[config.mk]
export PLATFORM = sky130hd
export DESIGN_NAME = mult_share_arbiter
export DESIGN_NICKNAME = d
export VERILOG_FILES = /design/src/rtl/mult_share_pkg.sv /design/src/rtl/rr_grant.sv /design/src/rtl/mult_share_arbiter.sv
export SDC_FILE = /design/constraint.sdc
export NUM_CORES = 1
export LEC_CHECK = 0
export BUFFER_PORTS_ARGS = -buffer_cell sky130_fd_sc_hd__buf_2
export CAP_MARGIN = 20
export CORE_MARGIN = 4
export CORE_UTILIZATION = 35
export CTS_BUF_LIST = sky130_fd_sc_hd__clkbuf_8
export DETAILED_ROUTE_END_ITERATION = 8
export PLACE_DENSITY = 0.61
export SYNTH_ARGS = -nofsm -noshare
export SYNTH_HDL_FRONTEND = slang
export SYNTH_SLANG_ARGS = --single-unit
[constraint.sdc]
create_clock -name clk -period 6.5 [get_ports clk]
set_input_delay 0.325 -clock clk [delete_from_list [all_inputs] [get_ports clk]]
set_output_delay 0.325 -clock clk [all_outputs]
set_load 0.03 [all_outputs]
[src/rtl/mult_share_pkg.sv]
`default_nettype none
// ============================================================================
// Module   : mult_share_pkg
// Brief    : Shared types, widths and round-robin pick function for the
//            shared-multiplier arbiter.
// Revision : 1.0 - initial release
// ============================================================================
package mult_share_pkg;

    localparam int OP_W     = 4;
    localparam int P_W      = 8;
    localparam int MAX_REQ  = 8;
    localparam int MAX_ID_W = 3;

    typedef enum logic [1:0] {
        IDLE = 2'd0,
        CALC = 2'd1,
        RESP = 2'd2
    } state_t;

    // One-hot grant to the first valid bit found from ptr upward, modulo n.
    function automatic logic [MAX_REQ-1:0] rr_pick(
        input logic [MAX_REQ-1:0]  valid,
        input logic [MAX_ID_W-1:0] ptr,
        input int unsigned         n
    );
        logic [MAX_REQ-1:0] gnt;
        logic               found;
        int unsigned        idx;
        gnt   = '0;
        found = 1'b0;
        for (int unsigned k = 0; k < MAX_REQ; k++) begin
            idx = 32'(ptr) + k;
            if (idx >= n) begin
                idx = idx - n;
            end
            if ((k < n) && !found && valid[idx[MAX_ID_W-1:0]]) begin
                gnt[idx[MAX_ID_W-1:0]] = 1'b1;
                found                  = 1'b1;
            end
        end
        return gnt;
    endfunction

endpackage
`default_nettype wire

[src/rtl/rr_grant.sv]
`default_nettype none
// ============================================================================
// Module   : rr_grant
// Brief    : Combinational round-robin picker returning a one-hot grant and
//            its encoded index.
// Revision : 1.0 - initial release
// ============================================================================
module rr_grant
    import mult_share_pkg::*;
#(
    parameter int N_REQ = 4,
    parameter int ID_W  = 2
) (
    input  logic [N_REQ-1:0] valid,
    input  logic [ID_W-1:0]  ptr,
    output logic [N_REQ-1:0] gnt,
    output logic [ID_W-1:0]  gnt_id
);

    logic [MAX_REQ-1:0]  w_valid_ext;
    logic [MAX_ID_W-1:0] w_ptr_ext;
    logic [MAX_REQ-1:0]  w_pick;
    logic                w_unused_pick;

    always_comb begin
        w_valid_ext              = '0;
        w_valid_ext[N_REQ-1:0]   = valid;
        w_ptr_ext                = '0;
        w_ptr_ext[ID_W-1:0]      = ptr;
    end

    assign w_pick        = rr_pick(w_valid_ext, w_ptr_ext, N_REQ);
    assign gnt           = w_pick[N_REQ-1:0];
    assign w_unused_pick = ^w_pick;

    always_comb begin
        gnt_id = '0;
        for (int i = 0; i < N_REQ; i++) begin
            if (gnt[i]) begin
                gnt_id = ID_W'(i);
            end
        end
    end

endmodule
`default_nettype wire

[src/rtl/mult_share_arbiter.sv]
`default_nettype none
// ============================================================================
// Module   : mult_share_arbiter
// Brief    : Round-robin arbiter sharing one 4x4 unsigned multiplier among
//            N_REQ requesters, one transaction in flight at a time.
// Revision : 1.0 - initial release
// ============================================================================
module mult_share_arbiter
    import mult_share_pkg::*;
#(
    parameter int N_REQ = 4,
    parameter int ID_W  = 2
) (
    input  logic                  clk,
    input  logic                  rst_n,
    input  logic [N_REQ-1:0]      req_valid,
    input  logic [OP_W*N_REQ-1:0] req_m,
    input  logic [OP_W*N_REQ-1:0] req_q,
    output logic [N_REQ-1:0]      req_ready,
    output logic                  rsp_valid,
    input  logic                  rsp_ready,
    output logic [P_W-1:0]        rsp_p,
    output logic [ID_W-1:0]       rsp_id,
    output logic                  busy
);

    state_t            r_state;
    logic [ID_W-1:0]   r_rr_ptr;
    logic [ID_W-1:0]   r_op_id;
    logic [OP_W-1:0]   r_op_m;
    logic [OP_W-1:0]   r_op_q;

    logic [N_REQ-1:0]  w_gnt;
    logic [ID_W-1:0]   w_gnt_id;
    logic [ID_W-1:0]   w_ptr_next;
    logic [OP_W-1:0]   w_sel_m;
    logic [OP_W-1:0]   w_sel_q;
    logic              w_xfer;

    rr_grant #(
        .N_REQ (N_REQ),
        .ID_W  (ID_W)
    ) u_rr_grant (
        .valid  (req_valid),
        .ptr    (r_rr_ptr),
        .gnt    (w_gnt),
        .gnt_id (w_gnt_id)
    );

    assign req_ready  = (r_state == IDLE) ? w_gnt : '0;
    assign w_xfer     = |(req_valid & req_ready);
    assign busy       = (r_state != IDLE);
    assign w_ptr_next = (w_gnt_id == ID_W'(N_REQ - 1)) ? '0 : w_gnt_id + 1'b1;

    always_comb begin
        w_sel_m = '0;
        w_sel_q = '0;
        for (int i = 0; i < N_REQ; i++) begin
            if (w_gnt_id == ID_W'(i)) begin
                w_sel_m = req_m[i*OP_W +: OP_W];
                w_sel_q = req_q[i*OP_W +: OP_W];
            end
        end
    end

    // rsp_p/rsp_id are only written in CALC, so they hold through RESP and IDLE.
    always_ff @(posedge clk or negedge rst_n) begin
        if (!rst_n) begin
            r_state   <= IDLE;
            r_rr_ptr  <= '0;
            r_op_id   <= '0;
            r_op_m    <= '0;
            r_op_q    <= '0;
            rsp_valid <= 1'b0;
            rsp_p     <= '0;
            rsp_id    <= '0;
        end else begin
            case (r_state)
                IDLE: begin
                    if (w_xfer) begin
                        r_op_m   <= w_sel_m;
                        r_op_q   <= w_sel_q;
                        r_op_id  <= w_gnt_id;
                        r_rr_ptr <= w_ptr_next;
                        r_state  <= CALC;
                    end
                end
                CALC: begin
                    rsp_p     <= P_W'(r_op_m) * P_W'(r_op_q);
                    rsp_id    <= r_op_id;
                    rsp_valid <= 1'b1;
                    r_state   <= RESP;
                end
                RESP: begin
                    if (rsp_ready) begin
                        rsp_valid <= 1'b0;
                        r_state   <= IDLE;
                    end
                end
                default: begin
                    rsp_valid <= 1'b0;
                    r_state   <= IDLE;
                end
            endcase
        end
    end

endmodule
`default_nettype wire

==> summary.txt <==
Place
  – Port bufs: 54
  – Final HPWL DP: 3.95 mm
  – Final GP Congestion: 0.903

Critical path
  – Max incr delay on CP: 620 ps
  – WP data arrival: 4700 ps
  – WP data required: 6670 ps
  – Worst path slowest cell: dfrtp_1
  – CP endpoint kind: flip-flop
  – Setup crit start kind: flip-flop
  – CP max FO: 13
  – Register-to-Register Setup Slack: 1970 ps
  – FF-to-FF End: r_op_q[3]
  – Critical R2R Launch: r_rr_ptr[0]
  – Worst Setup Path Type: reg -> reg
  – CP Cell Sequence: inv_1 -> ha_1 -> mux2_2 -> and3_1 -> a2111oi_0 -> a221o_1 -> a21oi_1 -> inv_1 -> ha_1 -> nor2b_1 -> a221oi_1 -> o21ai_0 -> o311a_1 -> mux2_4
  – R2r worst-path depth: 14

Clock tree
  – CTS Buffer Depth: 2
  – CTS tree: built
  – Clock Tree Root: clkbuf_8
  – Cts bufs inserted: 3
  – Clock Pin Slew Worst Setup and Hold Paths: 90 ps
  – CTS Sinks: 25
  – Postcts setup bufs: 0
  – H-Tree Depth: 1
  – Worst-Skew Late Latency: 270 ps
  – CTS Hold Buffers Added: 0
  – # resized after CTS: 0

Routing
  – Final WL: 5.05 mm
  – Post-route DRC: 0
  – TritonRoute pass-1 iters: 4
  – Avg WL per Cell: 14.3 um
  – Initial drt markers: 80
  – Routed Antenna Nets: 0
  – Vias: 1860
  – Vias per cell: 5.25

Floorplanning
  – Row cnt: 28
  – IO Pins: 55
  – Die Y: 87.4 um
  – Die W: 87.4 um
  – Core footprint: 6030 um^2
  – Die Footprint: 7630 um^2
  – Starting Density: 0.366

STA
  – Crit share post-route: 0.697
  – RSZ-0062 raised after global routing: no
  – Final Hold Viols: 0
  – Skew final: 1.28 ps
  – Final min period: 4530 ps
  – Fmax: 221 MHz
  – Setup violators final: 0
  – Rel. slew slack: 0.436
  – Worst-margin pin slew: 846 ps
  – Setup TNS: 0 ps
  – Pins Over Slew Limit: 0

GRT
  – Largest net degree at the start of global routing: 26
  – Number of global-route vias before repair: 1868
  – Initial antenna violation count: 0
  – GR Layer Usage met2: 0.200
  – Total gr overflow: 0
  – GRT Max-Usage Layer: met1
  – Met1 Usage GRT: 0.216
  – Met3 Use GR: 0.0284
  – Global-route usage over all layers: 0.141
  – First-pass GRT wire length: 8.74 mm

Yosys
  – Post-synthesis cell count: 229
  – Yosys reg bits: 25
  – Seq/Total Area, Yosys: 0.284
  – Yosys top cell area share: 0.284
  – Synth Cell Area: 2200 um^2
  – Synth area leader: dfrtp_1
  – EDFF count, synth: 0
  – Syn. warnings: 0
  – Async SR Flop Fraction: 1.00
  – Ys flop type: dfrtp_1
  – Avg Cell Area, Syn: 9.63 um^2
  – Largest cells by area after synthesis: dfrtp_1 (28%), ha_1 (13%), mux2_4 (6.1%), nand2_1 (4.8%), and2_1 (4.0%)
  – Net Count, Synth: 295
  – Netlist cell types: 42

Flow run
  – Max-cap check violation count: 0

Layout
  – Layout cells sized above 1: 0.287
  – Area growth syn-to-layout: 16.5%
  – Number of diodes: 0
  – Nets: 346
  – Fillers: 622

Status
  – Status: complete, no violations

Worst hold path
  – Hold Path Class: in -> async
[metal layers]
layer | part of all wire | wire, um
met1 | 0.48 | 2410
met2 | 0.41 | 2070
met4 | 0.015 | 76
met3 | 0.097 | 487
met5 | 0 | 0
[final cells by class]
type	count	area, um^2	share of cell area
Clock buffer	3	41.3	0.0161
Clock inverter	1	7.51	0.00292
Inverter	15	56.3	0.0219
Multi-Input combinational cell	180	1470	0.571
Sequential cell	25	626	0.244
Tap cell	75	93.8	0.0365
Timing Repair Buffer	55	278	0.108
[state kept, by name (all words and copies together), names as in the netlist]
signal,flops
rsp_id,2
r_op_q,4
rsp_valid,1
r_op_m,4
r_rr_ptr,2
r_state,2
rsp_p,8
r_op_id,2
[metrics by stage]
stage          utilization  hold WS (ps)  worst slack (ps)  instances  area, um^2
6_report             0.426          37.8              1970        354        2570
4_1_cts              0.426          57.2              2030        354        2570
2_1_floorplan            -          29.4              2690        229        2200
3_3_place_gp         0.418           351              2250        350        2520
3_5_place_dp         0.418           361              2040        350        2520
5_1_grt              0.426          78.4              1450        354        2570
[worst max path at each step]
stage | end | startpoint
detailed placement | r_op_q[3] | r_rr_ptr[0]
finish | r_op_q[3] | r_rr_ptr[0]
global route | r_op_q[1] | r_rr_ptr[0]
global placement | r_op_m[2] | r_rr_ptr[0]
floorplan | r_op_m[2] | r_rr_ptr[0]
CTS | r_op_q[3] | r_rr_ptr[0]
[cell usage after synthesis (all sizes together) (3+ instances only)]
cell type / count
nand2: 28
nand2b: 12
a2111oi: 4
a21oi: 5
a211oi: 3
a221oi: 5
ha: 23
mux2: 17
buf: 4
fa: 4
o21ai: 15
nand3: 5
inv: 15
clkbuf: 5
and2: 14
a21o: 4
dfrtp: 25
nor2: 8
o311a: 8
[logic make-up (layout without fill, tap and decap cells)]
kind of cell / count (synthesis) / in the layout / synth area share
flops: 25 / 25 / 0.284
compound gates: 56 / 56 / 0.197
mux: 20 / 20 / 0.121
buf+inv: 24 / 74 / 0.0516
fa+ha+maj: 27 / 27 / 0.167
xor+xnor: 4 / 4 / 0.0159
simple gates: 73 / 73 / 0.163
[cell usage in the layout, fill, tap and decap left out, types with 8 or more instances in the layout]
master    synthesis  routed
nor2_1            8       8
o311a_1           8       8
nand2b_1         12      12
ha_1             23      23
nand2_1          28      28
o21ai_0          14      14
dfrtp_1          25      25
and2_1           14      14
mux2_4            9       9
inv_1            15      15
buf_2             1      54
[worst max-delay path: cells and delay by family (launching register included)]
kind	cells	cell delay (ps)
DFF	1	620
adders and majority gates	2	800
and+or+nand+nor	2	420
muxes	2	610
buffers and inverters	2	360
AOI/OAI and AO/OA	6	1610
Power is left out: the tool's default activity adds up to more than one toggle a clock period on the data nets, which glitch-free logic cannot reach.
